[src/rtl/mips_hazard_pkg.sv]
// Shared definitions for the MIPS pipeline hazard scheduler: forwarding selects,
// mult/div timer state encodings and the register-match helper.
package mips_hazard_pkg;

    localparam logic [1:0] FWD_RF  = 2'b00;
    localparam logic [1:0] FWD_WB  = 2'b01;
    localparam logic [1:0] FWD_MEM = 2'b10;

    typedef enum logic {
        ST_RUN    = 1'b0,
        ST_MDWAIT = 1'b1
    } md_state_t;

    // Register 0 is hardwired to zero, so it can never carry a dependency.
    function automatic logic reg_match(input logic [4:0] src,
                                       input logic [4:0] dst,
                                       input logic       we);
        return we && (dst != 5'd0) && (src == dst);
    endfunction

endpackage

[src/rtl/hazard_md_timer.sv]
// Mult/div occupancy timer: tracks how long a mult/div still holds Execute.
// A held cycle (memory wait) freezes both the state and the countdown.
module hazard_md_timer
    import mips_hazard_pkg::*;
#(
    parameter int MD_LAT = 32
) (
    input  logic clk,
    input  logic reset,
    input  logic start,
    input  logic hold,
    output logic busy,
    output logic done
);

    localparam int CW = (MD_LAT > 2) ? $clog2(MD_LAT) : 1;
    localparam logic [CW-1:0] CNT_LOAD = CW'(MD_LAT - 2);
    localparam logic [CW-1:0] CNT_ONE  = CW'(1);

    md_state_t     state;
    logic [CW-1:0] md_cnt;

    // The start cycle is already the first stall, so MDWAIT counts MD_LAT-2 down to 0
    // and releases Execute on the zero cycle.
    always_ff @(posedge clk) begin
        if (reset) begin
            state  <= ST_RUN;
            md_cnt <= '0;
        end else if (!hold) begin
            case (state)
                ST_RUN: begin
                    if (start) begin
                        state  <= ST_MDWAIT;
                        md_cnt <= CNT_LOAD;
                    end
                end
                ST_MDWAIT: begin
                    if (md_cnt != '0)
                        md_cnt <= md_cnt - CNT_ONE;
                    else
                        state <= ST_RUN;
                end
                default: state <= ST_RUN;
            endcase
        end
    end

    assign busy = (state == ST_MDWAIT);
    assign done = busy && (md_cnt == '0);

endmodule

[src/rtl/hazard_sched.sv]
// Five-stage MIPS hazard scheduler: stage enables/clears and forwarding selects.
// Define HAZARD_FWD_EN to enable forwarding; otherwise every RAW dependency stalls in Decode.
module hazard_sched
    import mips_hazard_pkg::*;
#(
    parameter int MD_LAT = 32
) (
    input  logic       clk,
    input  logic       reset,
    input  logic [4:0] rs_d,
    input  logic [4:0] rt_d,
    input  logic [4:0] rs_e,
    input  logic [4:0] rt_e,
    input  logic [4:0] write_reg_e,
    input  logic [4:0] write_reg_m,
    input  logic [4:0] write_reg_w,
    input  logic       reg_write_e,
    input  logic       reg_write_m,
    input  logic       reg_write_w,
    input  logic       mem_to_reg_e,
    input  logic       mem_to_reg_m,
    input  logic       branch_d,
    input  logic       pc_src_d,
    input  logic       md_start_e,
    input  logic       mem_req_m,
    input  logic       mem_ready_m,
    output logic       stall_f,
    output logic       stall_d,
    output logic       stall_e,
    output logic       stall_m,
    output logic       flush_d,
    output logic       flush_e,
    output logic       flush_m,
    output logic       flush_w,
    output logic       fwd_a_d,
    output logic       fwd_b_d,
    output logic [1:0] fwd_a_e,
    output logic [1:0] fwd_b_e,
    output logic       md_busy
);

`ifdef HAZARD_FWD_EN
    localparam bit FWD_ON = 1'b1;
`else
    localparam bit FWD_ON = 1'b0;
`endif

    logic mem_wait, md_stall, dec_stall;
    logic md_done;
    logic hit_e, hit_m;
    logic lwstall, brstall, raw_stall;
    logic [1:0] sel_a_e, sel_b_e;

    hazard_md_timer #(.MD_LAT(MD_LAT)) u_md_timer (
        .clk   (clk),
        .reset (reset),
        .start (md_start_e),
        .hold  (mem_wait),
        .busy  (md_busy),
        .done  (md_done)
    );

    assign hit_e = reg_match(rs_d, write_reg_e, reg_write_e) | reg_match(rt_d, write_reg_e, reg_write_e);
    assign hit_m = reg_match(rs_d, write_reg_m, reg_write_m) | reg_match(rt_d, write_reg_m, reg_write_m);

    assign lwstall   = mem_to_reg_e & hit_e;
    assign brstall   = branch_d & (hit_e | (mem_to_reg_m & hit_m));
    assign raw_stall = ~FWD_ON & (hit_e | hit_m);

    // Priority: memory wait freezes everything, then mult/div occupancy, then Decode hazards.
    assign mem_wait  = mem_req_m & ~mem_ready_m;
    assign md_stall  = ~mem_wait & ((~md_busy & md_start_e) | (md_busy & ~md_done));
    assign dec_stall = ~mem_wait & ~md_stall & (lwstall | brstall | raw_stall);

    assign stall_f = mem_wait | md_stall | dec_stall;
    assign stall_d = mem_wait | md_stall | dec_stall;
    assign stall_e = mem_wait | md_stall;
    assign stall_m = mem_wait;

    assign flush_d = pc_src_d & ~stall_d;
    assign flush_e = dec_stall;
    assign flush_m = md_stall;
    assign flush_w = mem_wait;

    always_comb begin
        sel_a_e = FWD_RF;
        sel_b_e = FWD_RF;
        if (reg_match(rs_e, write_reg_m, reg_write_m))
            sel_a_e = FWD_MEM;
        else if (reg_match(rs_e, write_reg_w, reg_write_w))
            sel_a_e = FWD_WB;
        if (reg_match(rt_e, write_reg_m, reg_write_m))
            sel_b_e = FWD_MEM;
        else if (reg_match(rt_e, write_reg_w, reg_write_w))
            sel_b_e = FWD_WB;
    end

    assign fwd_a_e = FWD_ON ? sel_a_e : FWD_RF;
    assign fwd_b_e = FWD_ON ? sel_b_e : FWD_RF;
    assign fwd_a_d = FWD_ON & reg_match(rs_d, write_reg_m, reg_write_m);
    assign fwd_b_d = FWD_ON & reg_match(rt_d, write_reg_m, reg_write_m);

endmodule

[config.mk]
export PLATFORM = sky130hd
export DESIGN_NAME = hazard_sched
export DESIGN_NICKNAME = d
export VERILOG_FILES = /design/src/rtl/mips_hazard_pkg.sv /design/src/rtl/hazard_md_timer.sv /design/src/rtl/hazard_sched.sv
export SDC_FILE = /design/constraint.sdc
export NUM_CORES = 1
export LEC_CHECK = 0
export ABC_CLOCK_PERIOD_IN_PS = 3460
export BUFFER_PORTS_ARGS = -buffer_cell sky130_fd_sc_hd__buf_2
export CAP_MARGIN = 30
export CORE_ASPECT_RATIO = 1.5
export CORE_UTILIZATION = 30
export CTS_CLUSTER_DIAMETER = 80
export DETAILED_ROUTE_END_ITERATION = 12
export GPL_ROUTABILITY_DRIVEN = 1
export PLACE_DENSITY = 0.67
export SLEW_MARGIN = 20
export SYNTH_ARGS = -nofsm -noshare
export SYNTH_HDL_FRONTEND = slang
export SYNTH_HIERARCHICAL = 1
export SYNTH_SLANG_ARGS = --single-unit
export TNS_END_PERCENT = 50
[constraint.sdc]
create_clock -name clk -period 3.46 [get_ports clk]
set_input_delay 0.173 -clock clk [delete_from_list [all_inputs] [get_ports clk]]
set_output_delay 0.173 -clock clk [all_outputs]
set_load 0.05 [all_outputs]
=== Word-level counts from Yosys, hierarchy flattened ===
Index checks and enable logic that the tools add are counted.

* Memories: 0
* Flip-flop bits (word level): 6
* Latch bits: 0
* Memory bits (writable): 0
* Memory bits (read-only): 0
* Input bits: 47
* Output and inout port bits: 15

* Equal/unequal tests: 6
* Reduce and logical (&&, ||, !) cells: 12
* Multiplexer cells: 6
* Divide/modulo/power cells: 0
* Shift-type cells: 0
* Bitwise operators: 25
* Add/sub/neg operators: 1
* Multipliers: 0
* $lt $le $gt $ge: 0

{| class="wikitable"
|+ Operators with widths
! cell !! number
|-
| $eq A5 B5 Y1 || 4
|-
| $reduce_bool A5 Y1 || 3
|-
| $and A1 B1 Y1 || 10
|-
| $mux W5 || 2
|-
| $pmux W5 S2 || 1
|-
| $or A1 B1 Y1 || 9
|-
| $logic_and A1 B1 Y1 || 7
|-
| $not A1 Y1 || 6
|-
| $logic_not A5 Y1 || 1
|-
| $sub A5 B1 Y5 const B || 1
|-
| $ne A2 B2 Y1 const B || 2
|-
| $reduce_and A3 Y1 || 1
|-
| $mux W1 || 2
|-
| $pmux W1 S2 || 1
|}

=== Logic depth before layout (Yosys ltp) ===
* Word-level depth: 13
* Depth in mapped cells: 8
* Depth with buffers taken out: 7

=== Modules after synthesis ===
Netlist, hierarchy kept.

{| class="wikitable"
|+ By module, submodules not included
! module !! area each (sq um) !! seq. area each (sq um) !! times used !! cells each
|-
| hazard_sched || 366.6 || 0.0 || 1 || 53
|-
| hazard_md_timer || 361.6 || 120.1 || 1 || 40
|}

=== Least setup slack after synthesis ===
Ideal clock, no wire load.

* Kind: register to output
* Start: register u_md_timer.state, in the netlist u_md_timer/busy
* End: output flush_d
* Path slack: 350 ps
* Arrival time: 2937 ps
* Cell stages (with the launch flop): 7
* Cell sequence: dfxtp_1 > buf_2 > and4_1 > nand2_1 > o21ai_0 > nand2b_1 > nor3_1

* Elaborated cells between the ends (all ways): 14
* Classes of those cells: 13 x bitwise; 1 x reduce/logical

{| class="wikitable"
|+ RTL lines
! item !! RTL line !! source
|-
| start: declaration || hazard_md_timer.sv:20 || <nowiki>md_state_t state;</nowiki>
|-
| start signal: assignment || hazard_md_timer.sv:27 || <nowiki>state <= ST_RUN;</nowiki>
|-
| start signal: assignment || hazard_md_timer.sv:33 || <nowiki>state <= ST_MDWAIT;</nowiki>
|-
| start signal: assignment || hazard_md_timer.sv:41 || <nowiki>state <= ST_RUN;</nowiki>
|-
| $logic_and A1 B1 Y1 || hazard_md_timer.sv:49 || <nowiki>assign done = busy && (md_cnt == '0);</nowiki>
|-
| named net md_done || hazard_sched.sv:49 || <nowiki>logic md_done;</nowiki>
|-
| $not A1 Y1 || hazard_sched.sv:72 || <nowiki>assign md_stall = ~mem_wait & ((~md_busy & md_start_e) | (md_busy & ~md_done));</nowiki>
|-
| $and A1 B1 Y1 || hazard_sched.sv:72 ||
|-
| $or A1 B1 Y1 || hazard_sched.sv:72 ||
|-
| $and A1 B1 Y1 || hazard_sched.sv:72 ||
|-
| $or A1 B1 Y1 || -- ||
|-
| named net stall_e || hazard_sched.sv:29 || <nowiki>output logic stall_e,</nowiki>
|-
| $or A1 B1 Y1 || hazard_sched.sv:76 || <nowiki>assign stall_d = mem_wait | md_stall | dec_stall;</nowiki>
|-
| $not A1 Y1 || hazard_sched.sv:80 || <nowiki>assign flush_d = pc_src_d & ~stall_d;</nowiki>
|-
| $and A1 B1 Y1 || hazard_sched.sv:80 ||
|-
| end: declaration || hazard_sched.sv:31 || <nowiki>output logic flush_d,</nowiki>
|}

The timed path passes the listed nets, and every way through them passes these cells.

=== Worst setup path after layout ===
* Start: register u_md_timer.md_cnt[0]
* End: output flush_d

* Word-level cells in the longest chain between the ends: 12
* Elaborated cells between the ends (all ways): 13
* Classes of those cells: 11 x bitwise; 2 x reduce/logical

{| class="wikitable"
|+ RTL lines
! item !! RTL line !! source
|-
| start: declaration || hazard_md_timer.sv:21 || <nowiki>logic [CW-1:0] md_cnt;</nowiki>
|-
| start signal: assignment || hazard_md_timer.sv:39 || <nowiki>md_cnt <= md_cnt - CNT_ONE;</nowiki>
|-
| $logic_not A5 Y1 * || hazard_md_timer.sv:49 ||
|-
| $logic_and A1 B1 Y1 * || hazard_md_timer.sv:49 ||
|-
| named net md_done || hazard_sched.sv:49 ||
|-
| $not A1 Y1 * || hazard_sched.sv:72 ||
|-
| $and A1 B1 Y1 * || hazard_sched.sv:72 ||
|-
| $or A1 B1 Y1 * || hazard_sched.sv:72 ||
|-
| $and A1 B1 Y1 * || hazard_sched.sv:72 ||
|-
| $not A1 Y1 || hazard_sched.sv:73 || <nowiki>assign dec_stall = ~mem_wait & ~md_stall & (lwstall | brstall | raw_stall);</nowiki>
|-
| $and A1 B1 Y1 (2 in a row) || hazard_sched.sv:73 ||
|-
| $or A1 B1 Y1 * || hazard_sched.sv:76 ||
|-
| $not A1 Y1 * || hazard_sched.sv:80 ||
|-
| $and A1 B1 Y1 * || hazard_sched.sv:80 ||
|}

Mark *: on every way through the listed nets, which the timed path passes. The rest lies on a longest branch.

==> metrics.md <==
| Metric | Value |
|---|---|
| EDFF count, synth | `0` |
| H-Tree Depth | `1` |
| Min-Delay Path Depth | `2` |
| Die width | `roughly 42 um` |
| Layout fillers | `approximately 230` |
| Drt pass-1 iters | `4` |
| Io pins | `just over 60` |
| CTS root buffer | `clkbuf_4` |
| Outcome | `completed` |
| RR Startpoint | `u_md_timer/md_cnt[0]$_SDFFE_PP0P_` |
| Dpl hpwl | `about 1500 um` |
| Power per cell area | `~350 mW/mm2` |
| WP buf/inv | `2` |
| Most frequent cells in the layout | `buf_2 (36), xor2_1 (20), nor2_1 (9)` |
| Max clock buf depth | `2` |
| Slowest cell on crit path | `dfxtp_1` |
| CP Max Fanout | `5` |
| Worst-path clk slew | `approximately 0.05 ns` |
| CTS Sinks | `6` |
| Ys Warns | `6` |
| Yosys reg bits | `6` |
| Design Area, Final | `around 910 um2` |
| Slew @ Worst Pin | `about 0.54 ns` |
| Largest delay share family, worst path | `simple AND/OR/NAND/NOR gates` |
| Max Fclk | `between 400 and 500 MHz` |
| Post-cts sizing count | `0` |
| Crit Path Category | `reg2out` |
| Placed cell area | `between 800 and 900 um2` |
| Async SR Flop Fraction | `0%` |
| Initial antenna violation count | `0` |
| Tmin final | `2.18 ns` |
| Initial Utilization | `approximately a third` |
| Leakage Power | `between 0.4 and 0.5 nW` |
| Worst Path Required | `~3.3 ns` |
| R2R cell count | `5` |
| Hold Path Sink | `u_md_timer/busy$_SDFFE_PP0N_` |
| DRT iter0 DRCs | `16` |
| GP Congestion | `around 0.85` |
| Layout net count | `about 180` |
| Core ar. | `approximately 0.0023 mm2` |
| Critical path data arrival time | `2.00 ns` |
| Mapped Avg Cell Area | `slightly below 8 um2` |
| Syn Inst Count | `between 90 and 100` |
| MaxCap Viol Count | `0` |
| CP cell instances | `inv_1 -> ha_1 -> and4_1 -> nand2_1 -> o21ai_0 -> nand2b_1 -> nor3_1 -> buf_2` |
| Setup TNS after final layout | `0 ns` |
| Seq/Total Area, Yosys | `16.5%` |
| Synth Flop Type | `dfxtp_1` |
| Reg2reg setup slack | `1.93 ns` |
| WL final | `1730 um` |
| First-pass GRT wire length | `3040 um` |
| CP Depth | `8` |
| Hold_sp | `reset` |
| Post-CTS Setup Bufs | `0` |
| Routed vias/inst | `approximately 5.2` |
| Synth cell types | `32` |
| Post-CTS Hold Buffers | `0` |
| Final Util | `40.4%` |
| Tot GR Track Use | `around 15%` |
| Commonest non-fill, non-tap cell in the layout | `buf_2` |
| Crit share post-route | `between 60% and 70%` |
| Largest net degree at the start of global routing | `15` |
| Port Buffer Count | `36` |
| Row count | `21` |
| Number of global-route vias before repair | `between 700 and 800` |
| Grt ovf | `0` |
| Slew Limit Fails | `0` |
| Startpoint Class | `flop` |
| Total power | `~0.00032 W` |
| Area of the multi-input gates | `543 um2` |
| Critical Path Max Stage Delay | `roughly 0.35 ns` |
| Die footprint | `approximately 0.0026 mm2` |
| VDD IR max | `0.0956 mV` |
| Routed len/inst | `approximately 11 um` |
| Diode count | `0` |
| Layout area overhead | `25.4%` |
| Fin Hold WS | `roughly 0.18 ns` |
| Final hold vios | `0` |
| Syn Std Cell Area | `728 um2` |
| Setup violations, final | `0` |
| Antenna viol nets, final | `0` |
| Flip-flop and latch area | `around 120 um2` |
| Crit end category | `output port` |
| Clk_skew | `between 0.0003 and 0.0004 ns` |
| CTS tree | `done` |
| DIE HEIGHT | `62.3 um` |
| RR Endpoint | `u_md_timer/md_cnt[1]$_SDFFE_PP0P_` |
| Ratio of cells with drive above 1 in the final layout | `between 30% and 40%` |
| Clock latency on the worst-skew pair | `approximately 0.25 ns` |
| DRC Markers | `0` |
| RSZ-0062 raised after global routing | `false` |
| Vias after detailed routing | `between 700 and 800` |
| TritonCTS buffer count | `3` |
| Hold crit path type | `in2reg` |
| Slew headroom | `~64%` |
-- cell usage after synthesis (2+ instances only) --
library cell | n | area (um2)
a22oi_1 | 2 | 15.0
a311oi_1 | 2 | 17.5
buf_4 | 8 | 60.1
dfxtp_1 | 6 | 120
inv_1 | 5 | 18.8
nand2_1 | 3 | 11.3
nand2b_1 | 5 | 31.3
nor2_1 | 9 | 33.8
nor2b_1 | 3 | 18.8
nor3_1 | 5 | 25.0
o21ai_1 | 2 | 10.0
o22ai_1 | 3 | 18.8
or4_1 | 2 | 15.0
xor2_1 | 20 | 175
-- state kept, by name, indices dropped and copies added, names as in the netlist --
signal / count
u_md_timer/busy: 1
u_md_timer/md_cnt: 5
-- through the flow --
step	cells	worst slack, ns
after global placement	148	1.60
final	151	1.28
after floorplan	98	0.350
after global routing	151	1.15
after detailed placement	148	1.57
after CTS	151	1.28
-- metal layers --
| layer | up-vias | track usage [%] | wire length [um] |
|---|---|---|---|
| met2 | 42 | 27.5 | 951 |
| li1 | 382 | - | - |
| met5 | - | 0 | 0 |
| met1 | 346 | 12.2 | 584 |
| met3 | 10 | 2.62 | 96 |
| met4 | 0 | 13.3 | 96 |
-- power breakdown --
| group | total (W) | internal, W | switching (W) |
|---|---|---|---|
| clock | 0.0000678 | 0.0000395 | 0.0000283 |
| sequential | 0.0000924 | 0.0000777 | 0.0000147 |
| combinational | 0.000158 | 0.0000582 | 0.000100 |
-- worst register-to-register path: cells and delay by family, from the launching register on --
| kind | cells | cell delay [ns] |
|---|---|---|
| compound gates | 2 | 0.41 |
| fa+ha+maj | 1 | 0.25 |
| buf+inv | 1 | 0.07 |
| flops | 1 | 0.35 |
| simple gates | 1 | 0.36 |
-- area by class of cell --
class                      count  share of cell area, %
sequential                     6                   13.2
clock buffer                   3                   2.47
multi-input combinational     78                   59.5
tap                           23                   3.15
inverter                       5                   2.05
timing repair buffer          36                   19.7
-- worst max path at each step --
| stage | start | end | slack [ns] |
|---|---|---|---|
| floorplan | u_md_timer/busy$_SDFFE_PP0N_ | flush_d | 0.35 |
| finish | u_md_timer/md_cnt[0]$_SDFFE_PP0P_ | flush_d | 1.28 |
| global route | u_md_timer/md_cnt[1]$_SDFFE_PP0P_ | flush_d | 1.15 |
| global placement | u_md_timer/md_cnt[0]$_SDFFE_PP0P_ | stall_f | 1.60 |
| CTS | u_md_timer/md_cnt[0]$_SDFFE_PP0P_ | flush_d | 1.28 |
| detailed placement | u_md_timer/md_cnt[0]$_SDFFE_PP0P_ | flush_d | 1.57 |
-- kinds of logic after synthesis --
kind of cell	after synthesis	share of synthesized area, %
fa+ha+maj	1	1.72
flops	6	16.5
xor+xnor	20	24.1
other cells	1	0.515
simple gates	35	28.7
compound gates	15	15.6
mux	1	1.37
buf+inv	14	11.5
Power figures use the tool's default switching activity.
